**src/rtl/reg_file_lq.sv**
```systemverilog
// Multi-read register file with ALU/literal write-back and an in-order non-blocking load queue.
// A per-register scoreboard stalls requests that touch a register still waiting on load data.
module reg_file_lq #(
  parameter int WIDTH    = 8,
  parameter int NREGS    = 16,
  parameter int LQ_DEPTH = 4,
  parameter int PC_W     = 13,
  parameter int PCL_REG  = 14,
  parameter int PCH_REG  = 15,
  localparam int AW      = $clog2(NREGS),
  localparam int CW      = $clog2(LQ_DEPTH + 1)
) (
  input  logic             clk,
  input  logic             reset,
  input  logic             regEn,
  input  logic             litEn,
  input  logic             ldReq,
  input  logic [AW-1:0]    SA,
  input  logic [AW-1:0]    SB,
  input  logic [AW-1:0]    SD,
  input  logic [WIDTH-1:0] data,
  input  logic [WIDTH-1:0] lit,
  input  logic             memValid,
  input  logic [WIDTH-1:0] memData,
  output logic [WIDTH-1:0] A,
  output logic [WIDTH-1:0] B,
  output logic [PC_W-1:0]  pcAddData,
  output logic             stall,
  output logic             ldFull,
  output logic [CW-1:0]    pendCount,
  output logic             memErr
);

  localparam int PW = (LQ_DEPTH > 1) ? $clog2(LQ_DEPTH) : 1;

  logic [WIDTH-1:0]    regs  [NREGS];
  logic [AW-1:0]       q_dst [LQ_DEPTH];
  logic [LQ_DEPTH-1:0] q_vld;
  logic [PW-1:0]       head;
  logic [PW-1:0]       tail;
  logic [CW-1:0]       count;
  logic                mem_err;

  logic                q_empty;
  logic                ret;
  logic [AW-1:0]       head_dst;
  logic [NREGS-1:0]    pend_eff;
  logic                haz_a;
  logic                haz_b;
  logic                haz_d;
  logic                wr_en;
  logic                push;
  logic [WIDTH-1:0]    wr_val;

  function automatic logic in_range(input logic [AW-1:0] idx);
    return {1'b0, idx} < (AW+1)'(NREGS);
  endfunction

  function automatic logic [PW-1:0] ptr_next(input logic [PW-1:0] p);
    if (p == PW'(LQ_DEPTH - 1))
      return '0;
    else
      return p + PW'(1);
  endfunction

  assign q_empty  = (count == '0);
  assign ret      = memValid & ~q_empty;
  assign head_dst = q_dst[head];
  assign ldFull   = (count == CW'(LQ_DEPTH));

  // The head entry stops counting as a hazard in the cycle its data returns.
  always_comb begin
    pend_eff = '0;
    for (int i = 0; i < LQ_DEPTH; i++) begin
      if (q_vld[i] && !(ret && (PW'(i) == head)) && in_range(q_dst[i]))
        pend_eff[q_dst[i]] = 1'b1;
    end
  end

  assign haz_a  = in_range(SA) & pend_eff[SA];
  assign haz_b  = in_range(SB) & pend_eff[SB];
  assign haz_d  = in_range(SD) & pend_eff[SD];

  assign stall  = ((regEn | ldReq) & (haz_a | haz_b | haz_d))
                | (ldReq & ldFull & ~memValid);

  assign wr_val = litEn ? lit : data;
  assign wr_en  = regEn & ~ldReq & ~stall & in_range(SD);
  assign push   = ldReq & ~stall & in_range(SD);

  always_comb begin
    A = '0;
    if (in_range(SA)) begin
      if (ret && (head_dst == SA))
        A = memData;
      else if (wr_en && (SD == SA))
        A = wr_val;
      else
        A = regs[SA];
    end
  end

  always_comb begin
    B = '0;
    if (in_range(SB)) begin
      if (ret && (head_dst == SB))
        B = memData;
      else if (wr_en && (SD == SB))
        B = wr_val;
      else
        B = regs[SB];
    end
  end

  assign pcAddData = {regs[PCH_REG][PC_W-WIDTH-1:0], regs[PCL_REG]};
  assign pendCount = count;
  assign memErr    = mem_err;

  always_ff @(posedge clk or posedge reset) begin
    if (reset) begin
      for (int r = 0; r < NREGS; r++)
        regs[r] <= '0;
      for (int i = 0; i < LQ_DEPTH; i++)
        q_dst[i] <= '0;
      q_vld   <= '0;
      head    <= '0;
      tail    <= '0;
      count   <= '0;
      mem_err <= 1'b0;
    end else begin
      if (wr_en)
        regs[SD] <= wr_val;
      if (ret) begin
        regs[head_dst] <= memData;
        q_vld[head]    <= 1'b0;
        head           <= ptr_next(head);
      end
      if (memValid && q_empty)
        mem_err <= 1'b1;
      // Push after pop so a simultaneous push into the slot just freed at full keeps its valid bit.
      if (push) begin
        q_dst[tail] <= SD;
        q_vld[tail] <= 1'b1;
        tail        <= ptr_next(tail);
      end
      case ({push, ret})
        2'b10:   count <= count + CW'(1);
        2'b01:   count <= count - CW'(1);
        default: ;
      endcase
    end
  end

endmodule

```
**config.mk**
```make
export PLATFORM = sky130hd
export DESIGN_NAME = reg_file_lq
export DESIGN_NICKNAME = d
export VERILOG_FILES = /design/src/rtl/reg_file_lq.sv
export SDC_FILE = /design/constraint.sdc
export NUM_CORES = 1
export LEC_CHECK = 0
export BUFFER_PORTS_ARGS = -buffer_cell sky130_fd_sc_hd__clkbuf_2
export CORE_AREA = 2 2 153 155
export CTS_CLUSTER_SIZE = 14
export DETAILED_ROUTE_END_ITERATION = 6
export DIE_AREA = 0 0 155 157
export PLACE_DENSITY = 0.69
export SKIP_LAST_GASP = 1
export SLEW_MARGIN = 30
export SYNTH_ARGS = -nofsm -noshare
export SYNTH_HDL_FRONTEND = slang
export SYNTH_SLANG_ARGS = --single-unit
```
**constraint.sdc**
```tcl
create_clock -name clk -period 14.5 [get_ports clk]
set_clock_uncertainty 0.2 [all_clocks]
set_input_delay 2.9 -clock clk [delete_from_list [all_inputs] [get_ports clk]]
set_output_delay 2.9 -clock clk [all_outputs]
set_load 0.005 [all_outputs]
```
==> results.md <==
- Hold Path Class: register to register
- Minimum clock period: 9.731 ns
- Area delta synth->final: 6.290%
- Core area: 0.02250 mm²
- Die height: 157 µm
- CP arrival: 6.63 ns
- Drt total wl: 44,080 µm
- Sequential Area: 0.003904 mm²
- Failing checks: DRC
- CTS resizes: 0
- Clock slew at reported path FFs: 0.08 ns
- CP Class: primary input to output port
- EDFF count, synth: 0
- CTS max path bufs: 2
- DRC Markers: 13
- Maximum vdd drop: 0.1069 mV
- DR vias: 11,600
- Top cells by area, synth: dfrtp_1, mux4_2, o31ai_1
- Filler Cell Count: 1,944
- Gate Count Post-Synth: 1,316
- Post-Place Cells: 1,554
- CTS tree: yes
- H-Tree Depth: 4
- R2R cell count: 17
- Count of pins over their slew limit: 0
- First-pass GRT wire length: 67,580 µm
- Seq cells post-synth: 156
- Final hold violation count: 0
- Max-cap viol count: 0
- Startpoint Class: primary input
- Endpoint class of the critical path: output port
- CTS Buf Count: 17
- Die area: 0.02434 mm²
- Antenna viol nets, final: 0
- Iter 0 DRT Violations: 1,459
- Least-Margin Pin Slew: 0.9910 ns
- Post-synth top area cell: dfrtp_1
- Nets: 1,340
- Hold Crit Start: memErr$_DFFE_PP0P_
- Proportion of layout cells with a drive suffix above 1: 22.83%
- Vias per cell: 7.316
- Post-synth ARST share: 100.0%
- Final worst-path cycle share: 67.11%
- Commonest non-fill, non-tap cell in the layout: dfrtp_1
- Clk_lat worst skew: 0.44 ns
- Root Buffer: clkbuf_16
- Routability cong.: 0.9604
- Commonest cells after routing, fill and taps aside: dfrtp_1, nor2_1, nand2_1
- Number of unique standard cell types used by synthesis: 58
- Primary FF master, synth: dfrtp_1
- Normalized max-slew margin: 33.94%
- Multi-input logic area: 0.007515 mm²
- Status: finished, violations left
- Vias in the first global route: 10,810
- Post-Syn Area per Cell: 9.312 µm²
- Total GRT Usage: 37.04%
- Starting Density: 54.46%
- Worst Hold Path EP: memErr$_DFFE_PP0P_
- Seq/Total Area, Yosys: 31.86%
- Clk sinks: 156
- Synthesized Nets: 1,368
- DRT Pass-1 Iters: 7
- Routed WL per cell: 27.79 µm
- Post-Layout Cell Count: 1,586
- CTS Hold Bufs: 0
- Leak pwr: 4.997 nW
- Yosys warns: 0
- R2r endpoint: pendCount[2]$_DFFE_PP0P_
- Cell Rows: 55
- IO Pins: 77
- Post-CTS setup buffers: 0
- Dpl hpwl: 30,410 µm
- RSZ-0062 raised after global routing: false
- Largest net degree at the start of global routing: 109
- Worst r2r src: head[1]$_DFFE_PP0P_
- Fmax: 102.8 MHz
- Grt total ovfl: 0
- Power per cell area: 214.0 mW/mm²
- Die X: 155 µm
- Endpoints failing setup: 0
- Post-Syn Area: 0.01225 mm²
- Top-area cell type share of the netlist area: 31.86%
- Buffers on Ports: 76
- Initial antenna violation count: 0
- Peak fanout along the critical path: 58
- Setup tns final: 0 ns
- Hold path depth: 1
- Worst Path Required: 11.40 ns
- Antenna diodes: 0
- R2r setup slk: 8.76 ns
cell type report:
class                           count  share of cell area [%]
Clock buffer                       18                   3.295
Sequential cell                   156                   29.97
Multi-Input combinational cell    976                   57.69
Timing Repair Buffer               84                   3.381
Tap cell                          285                   2.738
Inverter                           53                   1.585
Clock inverter                     14                   1.335
worst max-delay path by stage:
stage	start	endpoint	slack, ns	depth (start not counted)
finish	SA[0]	stall	4.77	13
global route	SA[0]	stall	4.56	13
CTS	SA[0]	stall	4.84	13
detailed placement	SA[0]	stall	4.84	13
global placement	SA[0]	stall	4.87	13
floorplan	memValid	A[4]	5.94	14
worst max-delay path, cell delays in order:
cell,delay [ns]
clkbuf_2,0.08
buf_4,0.60
nor2_1,0.19
a32oi_1,0.21
a41oi_1,0.06
a31oi_1,0.18
nand4_1,0.15
or4_1,0.64
or3_4,0.62
buf_4,0.44
a21oi_1,0.23
a21oi_1,0.09
clkbuf_2,0.17
power breakdown:
group / total, mW / internal [mW] / switching, mW / leakage (nW)
clock: 0.482 / 0.262 / 0.220 / 0.291
combinational: 1.40 / 0.583 / 0.813 / 2.85
sequential: 0.910 / 0.641 / 0.269 / 1.85
total: 2.79 / 1.49 / 1.30 / 5.00
metrics by stage:
step | cell area (µm²) | hold slack [ns] | power [mW] | util (%) | setup WS, ns
CTS | 13020 | 0.2641 | 2.729 | 57.85 | 4.839
finish | 13030 | 0.2640 | 2.788 | 57.88 | 4.769
global placement | 12380 | 0.2452 | 2.213 | 55.03 | 4.868
floorplan | 12250 | 0.2510 | 1.875 | - | 5.938
global route | 13030 | 0.3087 | 2.923 | 57.88 | 4.562
detailed placement | 12410 | 0.2471 | 2.252 | 55.17 | 4.842
sequential cells by signal, indices dropped and copies added, names as in the netlist:
signal	flops
head	2
tail	2
pendCount	3
q_vld	4
q_dst	16
pcAddData	13
regs	115
memErr	1
logic make-up after synthesis:
logic type | synth area share (%)
mux | 18.97
flops | 31.86
buf+inv | 7.229
fa+ha+maj | 1.082
simple gates | 22.06
xor+xnor | 1.358
compound gates | 17.44
cell usage after synthesis, types with 5 or more instances:
library cell / instances
inv_1: 53
buf_4: 14
ha_1: 9
a32oi_1: 12
mux4_2: 84
buf_2: 18
nand4_1: 79
or2_2: 14
o31ai_1: 96
nor2b_1: 18
buf_6: 11
a21oi_1: 83
a221oi_1: 16
nand2_1: 115
mux2i_1: 14
nand4_2: 5
o221a_2: 8
clkbuf_1: 45
dfrtp_1: 156
nand3_1: 31
buf_1: 38
and2_1: 11
nor2_1: 129
xnor2_1: 13
or3_1: 6
nor3_1: 103
mux2_2: 26
xor2_1: 6
a31oi_1: 19
nand2b_1: 17
a221oi_2: 16
metal layers:
| layer | wire length, µm | part of all wire, % | GRT usage [%] | vias up |
|---|---|---|---|---|
| li1 | - | - | - | 4921 |
| met1 | 17080 | 39 | 52.62 | 5667 |
| met2 | 19220 | 44 | 54.35 | 866 |
| met3 | 6006 | 14 | 10.27 | 149 |
| met4 | 1778 | 4.0 | 13.84 | 0 |
| met5 | 0 | 0 | 0 | - |
No activity file was read; power rests on OpenSTA's default activity.
